## src/rtl/counter_pkg.sv

```systemverilog
// Package shared by the counter sequencer slice: direction encodings,
// default geometry and a Gray-code helper.
package counter_pkg;

  localparam logic DIR_UP   = 1'b0;
  localparam logic DIR_DOWN = 1'b1;

  localparam int DEFAULT_WIDTH = 2;
  localparam int DEFAULT_MOD   = 4;

  // Binary to reflected Gray code; callers truncate to their own width.
  function automatic logic [31:0] gray_code(input logic [31:0] value);
    return value ^ (value >> 1);
  endfunction

endpackage

```

## src/rtl/counter_seq_if.sv

```systemverilog
// Snapshot port of the counter sequencer: a one-entry valid/ready buffer
// plus a sticky overflow flag raised when a request has to be dropped.
interface counter_seq_if
  import counter_pkg::*;
#(
  parameter int WIDTH = DEFAULT_WIDTH
);

  logic             snap_req;
  logic             snap_ready;
  logic             snap_valid;
  logic [WIDTH-1:0] snap_data;
  logic             snap_ovf;

  // The sequencer owns the buffer and drives valid/data/ovf.
  modport master (
    input  snap_req,
    input  snap_ready,
    output snap_valid,
    output snap_data,
    output snap_ovf
  );

  // The consumer issues requests and accepts captured values.
  modport slave (
    output snap_req,
    output snap_ready,
    input  snap_valid,
    input  snap_data,
    input  snap_ovf
  );

endinterface

```

## src/rtl/counter_next.sv

```systemverilog
// Combinational next-state stage of the modulo counter. Load beats
// enable; wrap-around is detected explicitly against MOD so that moduli
// smaller than 2**WIDTH behave correctly.
module counter_next
  import counter_pkg::*;
#(
  parameter int WIDTH = DEFAULT_WIDTH,
  parameter int MOD   = DEFAULT_MOD
) (
  input  logic [WIDTH-1:0] i_count,
  input  logic             i_dir,
  input  logic             i_load,
  input  logic [WIDTH-1:0] i_load_val,
  input  logic             i_en,
  output logic [WIDTH-1:0] o_next
);

  localparam logic [WIDTH:0]   MOD_EXT = (WIDTH + 1)'(MOD);
  localparam logic [WIDTH-1:0] MAX_VAL = WIDTH'(MOD - 1);
  localparam logic [WIDTH-1:0] ZERO    = '0;
  localparam logic [WIDTH-1:0] ONE     = WIDTH'(1);

  // Out-of-range load values collapse to zero rather than entering an
  // unreachable state; otherwise step up or down with explicit wrap.
  always_comb begin
    o_next = i_count;
    if (i_load) begin
      if ({1'b0, i_load_val} < MOD_EXT) begin
        o_next = i_load_val;
      end else begin
        o_next = ZERO;
      end
    end else if (i_en) begin
      if (i_dir == DIR_DOWN) begin
        o_next = (i_count == ZERO) ? MAX_VAL : i_count - ONE;
      end else begin
        o_next = (i_count == MAX_VAL) ? ZERO : i_count + ONE;
      end
    end
  end

endmodule

```

## src/rtl/counter_seq.sv

```systemverilog
// Registered sequencer around counter_next: holds the count, raises a
// combinational terminal-count strobe on the wrapping cycle and keeps a
// one-entry snapshot buffer for a downstream consumer.
// Optional feature macro: COUNTER_GRAY_OUT_EN adds o_count_gray.
module counter_seq
  import counter_pkg::*;
#(
  parameter int WIDTH = DEFAULT_WIDTH,
  parameter int MOD   = DEFAULT_MOD
) (
  input  logic              i_clk,
  input  logic              i_rst,
  input  logic              i_en,
  input  logic              i_dir,
  input  logic              i_load,
  input  logic [WIDTH-1:0]  i_load_val,
  output logic [WIDTH-1:0]  o_count,
  output logic              o_tc,
  counter_seq_if.master     snap
`ifdef COUNTER_GRAY_OUT_EN
  , output logic [WIDTH-1:0] o_count_gray
`endif
);

  localparam logic [WIDTH-1:0] MAX_VAL = WIDTH'(MOD - 1);
  localparam logic [WIDTH-1:0] ZERO    = '0;

  logic [WIDTH-1:0] r_count;
  logic [WIDTH-1:0] w_next;
  logic             r_snapValid;
  logic [WIDTH-1:0] r_snapData;
  logic             r_snapOvf;
  logic             w_snapAccept;
  logic             w_snapDrop;

  counter_next #(
    .WIDTH (WIDTH),
    .MOD   (MOD)
  ) u_next (
    .i_count    (r_count),
    .i_dir      (i_dir),
    .i_load     (i_load),
    .i_load_val (i_load_val),
    .i_en       (i_en),
    .o_next     (w_next)
  );

  // Count register; reset wins over every other control.
  always_ff @(posedge i_clk) begin
    if (i_rst) begin
      r_count <= ZERO;
    end else begin
      r_count <= w_next;
    end
  end

  // Terminal count flags the cycle whose edge wraps the counter.
  always_comb begin
    o_tc = 1'b0;
    if (i_en && !i_load && !i_rst) begin
      o_tc = (i_dir == DIR_DOWN) ? (r_count == ZERO) : (r_count == MAX_VAL);
    end
  end

  // A request is taken when the buffer is empty or drained this cycle,
  // and dropped (with overflow noted) when the buffer is stuck full.
  always_comb begin
    w_snapAccept = snap.snap_req && (!r_snapValid || snap.snap_ready);
    w_snapDrop   = snap.snap_req && r_snapValid && !snap.snap_ready;
  end

  // Snapshot buffer captures the pre-edge count; overflow is sticky
  // until reset.
  always_ff @(posedge i_clk) begin
    if (i_rst) begin
      r_snapValid <= 1'b0;
      r_snapData  <= ZERO;
      r_snapOvf   <= 1'b0;
    end else begin
      if (w_snapAccept) begin
        r_snapValid <= 1'b1;
        r_snapData  <= r_count;
      end else if (snap.snap_ready) begin
        r_snapValid <= 1'b0;
      end
      if (w_snapDrop) begin
        r_snapOvf <= 1'b1;
      end
    end
  end

  assign o_count         = r_count;
  assign snap.snap_valid = r_snapValid;
  assign snap.snap_data  = r_snapData;
  assign snap.snap_ovf   = r_snapOvf;

`ifdef COUNTER_GRAY_OUT_EN
  assign o_count_gray = WIDTH'(gray_code(32'(r_count)));
`endif

endmodule
```

## src/flat_wrapper.sv

```systemverilog
// flat-port wrapper written by rule: the top's interface ports become plain ports
module counter_seq_flat import counter_pkg::*;
#(
  parameter int WIDTH = DEFAULT_WIDTH,
  parameter int MOD   = DEFAULT_MOD
)
  (i_clk, i_rst, i_en, i_dir, i_load, i_load_val, o_count, o_tc, snap_snap_req, snap_snap_ready, snap_snap_valid, snap_snap_data, snap_snap_ovf);
  counter_seq_if #(.WIDTH(WIDTH)) snap_i ();
  input  logic i_clk;
  input  logic i_rst;
  input  logic i_en;
  input  logic i_dir;
  input  logic i_load;
  input  logic [WIDTH-1:0] i_load_val;
  output logic [WIDTH-1:0] o_count;
  output logic o_tc;
  input wire logic [$bits(snap_i.snap_req)-1:0] snap_snap_req;
  input wire logic [$bits(snap_i.snap_ready)-1:0] snap_snap_ready;
  output wire logic [$bits(snap_i.snap_valid)-1:0] snap_snap_valid;
  output wire logic [$bits(snap_i.snap_data)-1:0] snap_snap_data;
  output wire logic [$bits(snap_i.snap_ovf)-1:0] snap_snap_ovf;
  assign snap_i.snap_req = snap_snap_req;
  assign snap_i.snap_ready = snap_snap_ready;
  assign snap_snap_valid = snap_i.snap_valid;
  assign snap_snap_data = snap_i.snap_data;
  assign snap_snap_ovf = snap_i.snap_ovf;
  counter_seq #(.WIDTH(WIDTH), .MOD(MOD)) u_core (.i_clk(i_clk), .i_rst(i_rst), .i_en(i_en), .i_dir(i_dir), .i_load(i_load), .i_load_val(i_load_val), .o_count(o_count), .o_tc(o_tc), .snap(snap_i));
endmodule
```

## config.mk

```make
export PLATFORM = sky130hd
export DESIGN_NAME = counter_seq_flat
export DESIGN_NICKNAME = d
export VERILOG_FILES = /design/src/rtl/counter_pkg.sv /design/src/rtl/counter_seq_if.sv /design/src/rtl/counter_next.sv /design/src/rtl/counter_seq.sv /design/src/flat_wrapper.sv
export SDC_FILE = /design/constraint.sdc
export NUM_CORES = 1
export LEC_CHECK = 0
export BUFFER_PORTS_ARGS = -buffer_cell sky130_fd_sc_hd__clkbuf_2
export CAP_MARGIN = 40
export CORE_AREA = 2 2 39 41
export CTS_CLUSTER_SIZE = 8
export DETAILED_ROUTE_END_ITERATION = 7
export DIE_AREA = 0 0 41 43
export GPL_ROUTABILITY_DRIVEN = 0
export GPL_TIMING_DRIVEN = 1
export SLEW_MARGIN = 20
export SYNTH_ARGS = -nofsm -noshare
export SYNTH_HDL_FRONTEND = slang
export SYNTH_SLANG_ARGS = --single-unit
```

## constraint.sdc

```tcl
create_clock -name i_clk -period 1.6 [get_ports i_clk]
set_input_delay 0.24 -clock i_clk [delete_from_list [all_inputs] [get_ports i_clk]]
set_output_delay 0.24 -clock i_clk [all_outputs]
set_load 0.05 [all_outputs]
```

## Word-level counts from Yosys, hierarchy flattened

Cells that the tools add are included.

| operators by class | value |
|---|---|
| add/sub/neg operators | 2 |
| equal/unequal tests | 1 |
| multiplexer cells | 9 |
| reductions and logical operators | 13 |

Operators with widths:

| cell | number |
|---|---|
| 2-bit two-way mux | 5 |
| 1-bit logical AND | 5 |
| 1-bit zero test | 4 |
| 1-bit two-way mux | 4 |
| 2-bit nonzero test | 2 |
| 2-bit by 1-bit adder with 2-bit output (second input constant) | 1 |
| 2-bit == test (second input constant) | 1 |
| 2-bit zero test | 1 |
| 2-bit by 1-bit subtractor with 2-bit output (second input constant) | 1 |
| 1-bit logical OR | 1 |

| word-level totals | value |
|---|---|
| register bits | 6 |
| input bits | 9 |
| output and inout port bits | 7 |
| word-level logic and storage cells | 29 |

## Logic depth before layout (Yosys ltp)

Gate-level depths: netlist (run 1).

| logic depth | value |
|---|---|
| word-level depth | 5 |
| gate-level depth with buffers | 5 |
| mapped depth without buffers | 5 |

## Hierarchy

A second synthesis (run 1) with hierarchy kept.

| unflattened totals | value |
|---|---|
| cell total of the unflattened synthesis | 33 |
| area, all modules | 312.8 um^2 |

Modules (own cells, without submodules):

| module | instances | cells each | area each (um^2) | sequential area each (um^2) |
|---|---|---|---|---|
| counter_seq | 1 | 24 | 250.2 | 120.1 |
| counter_next | 1 | 9 | 62.6 | 0.0 |

## Worst setup path after synthesis (run 1)

Ideal clock, no wire load.

| path | value |
|---|---|
| kind | flip-flop to output port |
| from | reg u_core.r_count[1] (netlist: u_core.o_count[1]) |
| to | out o_tc |
| data arrival time | 2.147 ns |
| data required time | 1.360 ns |
| slack | -0.787 ns |
| stages on the path, launching flop included | 4 |
| buffers on the path | 0 |
| path through | dfxtp_1 -> ha_1 -> nand2b_2 -> a211oi_1 |

| on the way | value |
|---|---|
| word-level cells in the longest chain between the ends | 3 |
| elaborated cells between the ends (all ways) | 4 |
| those cells by class | eq/ne (1); mux (2); reduce/logical (1) |

Ends and longest elaborated chain:

| item | RTL line | text |
|---|---|---|
| from (decl) | counter_seq.sv:28 | `logic [WIDTH-1:0] r_count;` |
| from (signal assigned) | counter_seq.sv:53 | `r_count <= w_next;` |
| 2-bit == test or 2-bit zero test (tied branches) | counter_seq.sv:61 | `o_tc = (i_dir == DIR_DOWN) ? (r_count == ZERO) : (r_count == MAX_VAL);` |
| 1-bit two-way mux (*) | counter_seq.sv:61 |  |
| 1-bit two-way mux (*) | counter_seq.sv:60 | `if (i_en && !i_load && !i_rst) begin` |
| to (decl) | flat_wrapper.sv:16 | `output logic o_tc;` |

Every way passes the cells marked *; elsewhere a longest branch is shown, timed or not.

## Final worst setup path (run 1)

| path | value |
|---|---|
| from | reg u_core.r_count[0] (netlist: u_core.o_count[0]) |
| to | out o_tc |

The elaborated chain is that of the path after synthesis.

==> impl.org, run 1 <==
** Place
- Placement Setup Slack :: 219 ps
- HPWL after detailed placement :: 560 microns
- Quantity of I/O buffers inserted on ports :: 15

** Die
- From bottom edge to top edge, the die measures 43 microns.
- Starting Density :: 22.1%
- Floorplan Core Area :: 1380 sq um
- The die covers 1760 sq um.
- The die is 41 microns wide.
- Std cell rows :: 14
- Boundary pin count :: 16

** Clock tree
- The number of clock buffers added by TritonCTS is 3.
- Buffers added to address setup during post-CTS repair amount to 0.
- Source-to-sink clock delay at the later pin of the worst-skew pair :: 240 ps
- Post-cts hold buffer count :: 0
- CTS Sinks :: 6
- Clk buf depth :: 2
- CTS built an H-tree with a depth of 1.
- TritonCTS built the clock tree.
- Clock-pin slew was measured on the worst setup and hold paths at 40 ps.
- Clock root buffer master :: clkbuf_4

** Drt
- Across all layers, the routed design uses 322 vias.
- Final Routed Wirelength :: 672 microns
- After detailed routing, the number of remaining DRC violations is 0.
- Post-DR vias/cell :: 4.67
- Detailed-route wire length per cell :: 9.74 microns
- In this run the remaining antenna-violating nets after routing total 0.
- Number of design-rule violations left by the first detailed-router iteration :: 6
- The first detailed-routing pass took 4 iterations.

** Worst setup path
- Critical path arrival :: 1300 ps
- Crit Path Max Fanout :: 5
- Measured in cells, the most critical reg-to-reg path has a length of 5.
- WS Path Type :: flop to output port
- Kind of launch point of the worst setup path :: flop
- For flop-to-flop paths, the worst setup slack is 360 ps.
- The startpoint identified for the worst register-to-register timing path is u_core.o_count[0]$_SDFFE_PP0P_.
- Worst r2r dst :: u_core.o_count[1]$_SDFFE_PP0P_
- Crit path capture :: o_tc
- Required arrival time at the worst endpoint :: 1360 ps
- Worst setup startpoint :: u_core.o_count[0]$_SDFFE_PP0P_
- Element type at the critical path end :: output port

** Run status
- Result of the run :: finished clean

** Logic synthesis
- After synthesis the netlist holds a flip-flop and latch count of 6.
- The synthesized netlist contains 18 unique library cells.
- Syn Std Cell Area :: 305 sq um
- Synthesis warning total :: 0
- Each instance of the synthesized netlist takes up on average 8.72 sq um.
- For this run, the register share of the synthesized area comes to 39.3%.
- Gate count of the mapped netlist :: 35
- When the netlist entered floorplanning its net count stood at 46.

** Finish
- Count of fill cells added during filler insertion :: 140
- The multi-input combinational cells in the finished layout cover a total of 198 sq um.
- The net count of the finished layout is 66.
- The area growth from synthesis to layout is 52.5%.
- Of the cells placed in the final design, the portion with a size suffix greater than 1 is 50.9%.
- Registers take 125 sq um.
- # diodes :: 0

** Global route
- The via count of the first global-routing pass is 277.
- Global-route wire length before repair :: 1010 microns
- Total gr overflow :: 0
- Entering global routing, the biggest net connects 8 pins.
- Initial antenna violation count :: 0
- GRT Total Usage :: 8.42%

** Timing
- The clock arrives with 4.44 ps of skew.
- Final Cycle Share :: 96.0%
- Setup slack after layout :: 64.0 ps
- Max-slew violation total from the final report :: 0
- Setup violations remaining at the end of the flow were counted as 0.
- Setup repair after global routing left no endpoint under its margin.
- Maximum clock rate :: 651 MHz
- For the final routed database, the setup TNS stands at 0 ps.
- The total count of hold-check failures in the final report was 0.
- The worst pin sits at a relative slew slack of 79.3%.
- For the pin with the worst max-slew slack, the measured transition is 311 ps.
- The worst path in the final design needs a cycle of 1540 ps, including I/O delays and setup.

** Power
- Overall power :: 0.414 mW
- For this design the static power due to leakage is 0.202 nW.
- Power per cell area :: 890 nW/um^2
- IR analysis of the VDD net gives a maximum drop of 0.185 mV.

** Hold path
- The worst hold path belongs to the class primary input to flop.

** Flow run
- Maxcap violations :: 0
[Yosys cell counts]
| cell type | number | area share (%) |
|---|---|---|
| a2111oi_2 | 1 | 4.9 |
| a211o_1 | 1 | 2.9 |
| a211oi_1 | 1 | 2.5 |
| a21oi_1 | 4 | 6.6 |
| a21oi_2 | 1 | 2.9 |
| a221oi_1 | 1 | 2.9 |
| dfxtp_1 | 6 | 39 |
| ha_1 | 2 | 8.2 |
| inv_1 | 4 | 4.9 |
| nand2_1 | 2 | 2.5 |
| nand2b_1 | 2 | 4.1 |
| nand2b_2 | 1 | 2.9 |
| nand3_1 | 2 | 3.3 |
| nor2_1 | 2 | 2.5 |
| nor2b_1 | 1 | 2.1 |
| nor3_1 | 1 | 1.6 |
| o21ai_0 | 2 | 3.3 |
| xnor2_1 | 1 | 2.9 |
[how the worst min path moves through the flow]
stage	from	endpoint	slack [ps]	cells after the start
finish	i_load_val[0]	u_core.o_count[0]$_SDFFE_PP0P_	230	3
global route	i_load_val[1]	u_core.o_count[1]$_SDFFE_PP0P_	240	3
CTS	i_load_val[0]	u_core.o_count[0]$_SDFFE_PP0P_	230	3
detailed placement	u_core.snap.snap_ovf$_SDFFE_PP0P_	u_core.snap.snap_ovf$_SDFFE_PP0P_	460	2
global placement	u_core.snap.snap_ovf$_SDFFE_PP0P_	u_core.snap.snap_ovf$_SDFFE_PP0P_	460	2
floorplan	i_rst	u_core.o_count[1]$_SDFFE_PP0P_	300	1
[layout make-up]
cell class	instances	share of cell area, %
multi-input cells	25	42.5
repair buffers	15	18.3
flip-flops and latches	6	26.9
well taps	16	4.30
inverters	4	3.23
clock buffers	3	4.84
[timing repair]
action | CTS | global route
pin swaps | 0 | 1
setup endpoints to repair | 1 | 1
resized for setup | 2 | 6
[placed cells by master, fill, tap and decap left out, drive strengths merged, types with 2 or more instances in the layout]
cell type,synthesis,routed
inv,4,4
nor2,2,2
nand2b,3,3
clkbuf,0,17
o21ai,2,2
ha,2,2
nand3,2,2
dfxtp,6,6
a21oi,5,5
nand2,2,2
[critical path, cell delays in order, from the launching register on]
cell and delay (ps):
dfxtp_4 350, inv_2 70, ha_4 130, nand2_2 60, a211oi_4 250, buf_8 170
[report_power, final]
part / total [mW] / internal (mW) / switching [mW]
Combinational: 0.110 / 0.0393 / 0.0707
Clock: 0.137 / 0.0846 / 0.0519
Sequential: 0.168 / 0.160 / 0.00805
Total: 0.414 / 0.284 / 0.131
[kinds of logic (layout without fill, tap and decap cells)]
logic type                 after synthesis  in the layout  share of synthesized area (%)
AOI/OAI and AO/OA                       11             11                           25.8
adders and majority gates                2              2                           8.20
DFF                                      6              6                           39.3
buffers and inverters                    4             22                           4.92
and+or+nand+nor                         11             11                           18.9
xor gates and xnor gates                 1              1                           2.87
[through the flow]
step / area [sq um] / hold WS [ps] / cells / utilization [%]
after CTS: 447 / 232 / 69 / 32.3
final: 465 / 229 / 69 / 33.6
after detailed placement: 415 / 464 / 66 / 30.0
after floorplan: 320 / 295 / 35 / -
after global routing: 465 / 242 / 69 / 33.6
after global placement: 415 / 463 / 66 / 30.0
[metal layers]
layer  wire (microns)  up-vias  track usage (%)
li1                 -      160                -
met1              288      144             9.58
met2              294       15             12.2
met3               70        3             1.57
met4               19        0             8.00
met5                0        -                0
[flip-flops by register name (all words and copies together) (netlist names)]
signal	count
u_core.o_count	2
u_core.snap.snap_data	2
u_core.snap.snap_ovf	1
u_core.snap.snap_valid	1
No activity file was read; power rests on OpenSTA's default activity.
==> run 2: changes to the inputs <==
--- a/config.mk
+++ b/config.mk
@@ -16,4 +16,5 @@
 export SLEW_MARGIN = 20
 export SYNTH_ARGS = -nofsm -noshare
 export SYNTH_HDL_FRONTEND = slang
+export SYNTH_HIERARCHICAL = 1
 export SYNTH_SLANG_ARGS = --single-unit
==> run 2 against run 1 <==
Worst setup slack gained 32 ps. Clock power is essentially flat. Register-to-register slack gained 220 ps. Cell area shrank 2.2%. Maximum frequency grew 2.1%. Critical path type unchanged.
==> impl.org, run 2 <==
** Logic synthesis
- Synth Area per Inst :: 9.48 sq um (was 8.72 sq um)
- The number of enable-type register cells in the synthesized netlist is 0 (unchanged).
- The total nets after synthesis came to 42 (was 46).
- The leading register cell type out of synthesis was dfxtp_1 (unchanged).
- Leading cell types by count after synthesis :: dfxtp_1 (6), nor2_1 (4), a21oi_1 (3), nand2b_1 (3) (was dfxtp_1 (6), a21oi_1 (4), inv_1 (4))
- Area contributors post-synth :: dfxtp_1 (38%), mux2i_1 (6.4%), nand2b_1 (6.0%) (was dfxtp_1 (39%), ha_1 (8.2%), a21oi_1 (6.6%))
- The portion of the post-synthesis area used by sequential elements was 38.4% (was 39.3%).
- Synth Register Bits :: 6 (unchanged)
- The share of Yosys cell area claimed by the top area cell type came to 38.4% (was 39.3%).
- The most area-hungry cell type in the Yosys netlist is dfxtp_1 (unchanged).
- The number of warnings printed during yosys synthesis is 6 (was 0).
- The most frequently used cell type in the post-synthesis netlist is dfxtp_1 (unchanged).
- Asr flop ratio synth :: 0% (unchanged)
- The summed instance area of the synthesized netlist is 313 sq um (was 305 sq um).
- The post-synthesis instance total is 33 (was 35).
- Synth cell types :: 17 (was 18)

** Clock tree
- The number of H-tree levels came to 1 (unchanged).
- The later-pin clock latency in the skew report was 240 ps (about the same).
- The clock transition time at the flip-flop clock pins of the worst setup and hold paths is 40 ps (about the same).
- Clock root buffer master :: clkbuf_4 (unchanged)
- The sink count of the clock tree was 6 (unchanged).
- The post-CTS setup buffer count is 0 (unchanged).
- The TritonCTS clock tree is done (unchanged).
- The buffer levels on the longest clock path was 2 (unchanged).
- CTS buffer count :: 3 (unchanged)

** Finish
- Count of fill cells added during filler insertion :: 148 (was 140)
- Net count of the finished layout :: 62 (was 66)
- Synthesis-to-layout area growth :: 45.6% (was 52.5%)
- Footprint of the flip-flops and latches :: 128 sq um (was 125 sq um)
- The leading cell type in the layout, fill and taps excluded is clkbuf_2 (unchanged).
- The final antenna diode count is 0 (unchanged).
- The ratio of cells with drive above 1 in the final layout came to 45.1% (was 50.9%).
- Most frequent cells in the layout :: clkbuf_2 (14), nor2_1 (4), dfxtp_1 (4) (was clkbuf_2 (14), a21oi_1 (4), dfxtp_1 (4))
- The area occupied by multi-input gates came to 201 sq um (was 198 sq um).

** Power
- The ratio of total power to cell area is 886 nW/um^2 (was 890 nW/um^2).
- The standby leakage power came to 0.201 nW (was 0.202 nW).
- Overall power :: 0.403 mW (was 0.414 mW)
- The worst ir drop on vdd came to 0.197 mV (was 0.185 mV).

** Drt
- The final wirelength is 612 microns (was 672 microns).
- The wire length per cell after detailed routing was 9.13 microns (was 9.74 microns).
- The detailed-route vias per instance is 4.22 (was 4.67).
- Detailed-router iteration count before antenna repair :: 2 (was 4)
- DRC :: 0 (unchanged)
- The number of vias after detailed routing is 283 (was 322).
- The post-detailed-route count of antenna-violating nets was 0 (unchanged).
- The number of violations reported at the end of detailed-routing iteration 0 came to 2 (was 6).

** Run status
- Result of the run: finished clean (unchanged).

** Die
- The overall die height is 43 microns (unchanged).
- Floorplan Core Area :: 1380 sq um (unchanged)
- The horizontal die dimension was 41 microns (unchanged).
- Die footprint :: 1760 sq um (unchanged)
- The I/O pin count came to 16 (unchanged).
- The initial core utilization was 22.6% (was 22.1%).
- The number of placement rows was 14 (unchanged).

** Global route
- GRT Total Usage :: 7.53% (was 8.42%)
- Total gr overflow :: 0 (unchanged)
- Via count of the first global-routing pass :: 208 (was 277)
- Pin count of the biggest net entering global routing :: 10 (was 8)
- Initial antenna violation count :: 0 (unchanged)
- The global-route wire length before repair came to 834 microns (was 1010 microns).

** Timing
- The maximum clock frequency was 665 MHz (was 651 MHz).
- Final hold slack :: 245 ps (was 229 ps)
- The shortest clock period the worst path allows after layout was 1500 ps (was 1540 ps).
- Transition time at the pin with the least slew margin :: 281 ps (was 311 ps)
- Worst clock skew :: 0.377 ps (was 4.44 ps)
- The count of pins over their slew limit was 0 (unchanged).
- The aggregate negative setup slack is 0 ps (unchanged).
- The number of endpoints failing setup at the final stage came to 0 (unchanged).
- Unrepaired setup endpoints after global routing :: no (unchanged)
- The post-route clock period utilization came to 94.0% (was 96.0%).
- The total count of hold-check failures in the final report is 0 (unchanged).
- The worst relative slew slack is 81.3% (was 79.3%).

** Worst setup path
- The largest fanout of any net on the critical path is 6 (was 5).
- Critical path arrival :: 1260 ps (was 1300 ps)
- Sequence of cells on the critical path :: and3b_1, a21oi_1, nor4b_4, clkbuf_8 (was inv_2, ha_4, nand2_2, a211oi_4, buf_8)
- Library cell contributing the largest single delay on the critical path :: dfxtp_4 (unchanged)
- Required arrival time at the worst endpoint :: 1360 ps (about the same)
- The maximum single-stage delay on the critical path is 370 ps (was 350 ps).
- WS Path Type :: flop to output port (unchanged)
- Kind of launch point of the worst setup path :: flop (unchanged)
- The kind of capture point of the worst setup path was an output port (unchanged).

** Flow run
- The number of maximum-capacitance constraint violations came to 0 (unchanged).

** Place
- Quantity of I/O buffers inserted on ports :: 15 (unchanged)

** Hold path
- The path category of the worst min-delay check is primary input to flop (unchanged).
## run 2: worst paths after layout
| path | from | end | slack [ps] | depth (start not counted) |
|---|---|---|---|---|
| worst max-delay path | u_core/o_count[0]$_SDFF_PP0_ | o_tc | 100 | 4 |
| worst min-delay path | snap_snap_req | u_core/snap.snap_valid$_SDFFE_PP0P_ | 250 | 3 |
| worst max register to register | u_core/o_count[0]$_SDFF_PP0_ | u_core/o_count[1]$_SDFF_PP0_ | 580 | 4 |
| worst min register to register | u_core/snap.snap_data[0]$_SDFFE_PP0P_ | u_core/snap.snap_data[0]$_SDFFE_PP0P_ | 470 | 2 |
## run 2: timing repair
item                       CTS  global route
setup endpoints to repair    1             1
gates resized for setup      2             0
hold buffers                 0             0
pin swaps                    0             1
## run 2: area by class of cell
cell class,instances,area share (%)
repair buffers,15,18.4
flip-flops and latches,6,28.0
clock buffers,3,4.95
multi-input cells,27,44.2
well taps,16,4.40
## run 2: power by group
| part | switching [mW] | total [mW] | internal [mW] |
|---|---|---|---|
| combinational | 0.0617 | 0.100 | 0.0382 |
| clock | 0.0508 | 0.135 | 0.0846 |
| sequential | 0.00892 | 0.168 | 0.159 |
| total | 0.121 | 0.403 | 0.282 |
## run 2: stage by stage
step	area [sq um]	cells	worst slack [ps]	utilization (%)
after global routing	455	67	24.7	32.9
after CTS	455	67	18.0	32.9
after detailed placement	424	64	180	30.7
final	455	67	96.1	32.9
after global placement	424	64	181	30.7
after floorplan	329	33	8.45	-
## run 2: cells by family after synthesis
| kind of cell | after synthesis | share of synthesized area [%] |
|---|---|---|
| AND/OR/NAND/NOR | 19 | 43.2 |
| XOR/XNOR | 2 | 5.60 |
| AO/OA/AOI/OAI | 4 | 6.40 |
| flip-flops | 6 | 38.4 |
| multiplexers | 2 | 6.40 |
## run 2: per-layer routing
layer	share of wire [%]	wire (microns)	up-vias	track usage (%)
met1	47	287	110	8.36
met3	11	67	4	1.57
li1	-	-	154	-
met4	4.7	29	0	10.0
met5	0	0	-	0
met2	37	228	15	9.69
## run 2: critical path, delay by kind of cell, from the launching register on
family | cells | cell delay, ps
flops | 1 | 370
compound gates | 1 | 60
simple gates | 2 | 380
buf+inv | 1 | 220
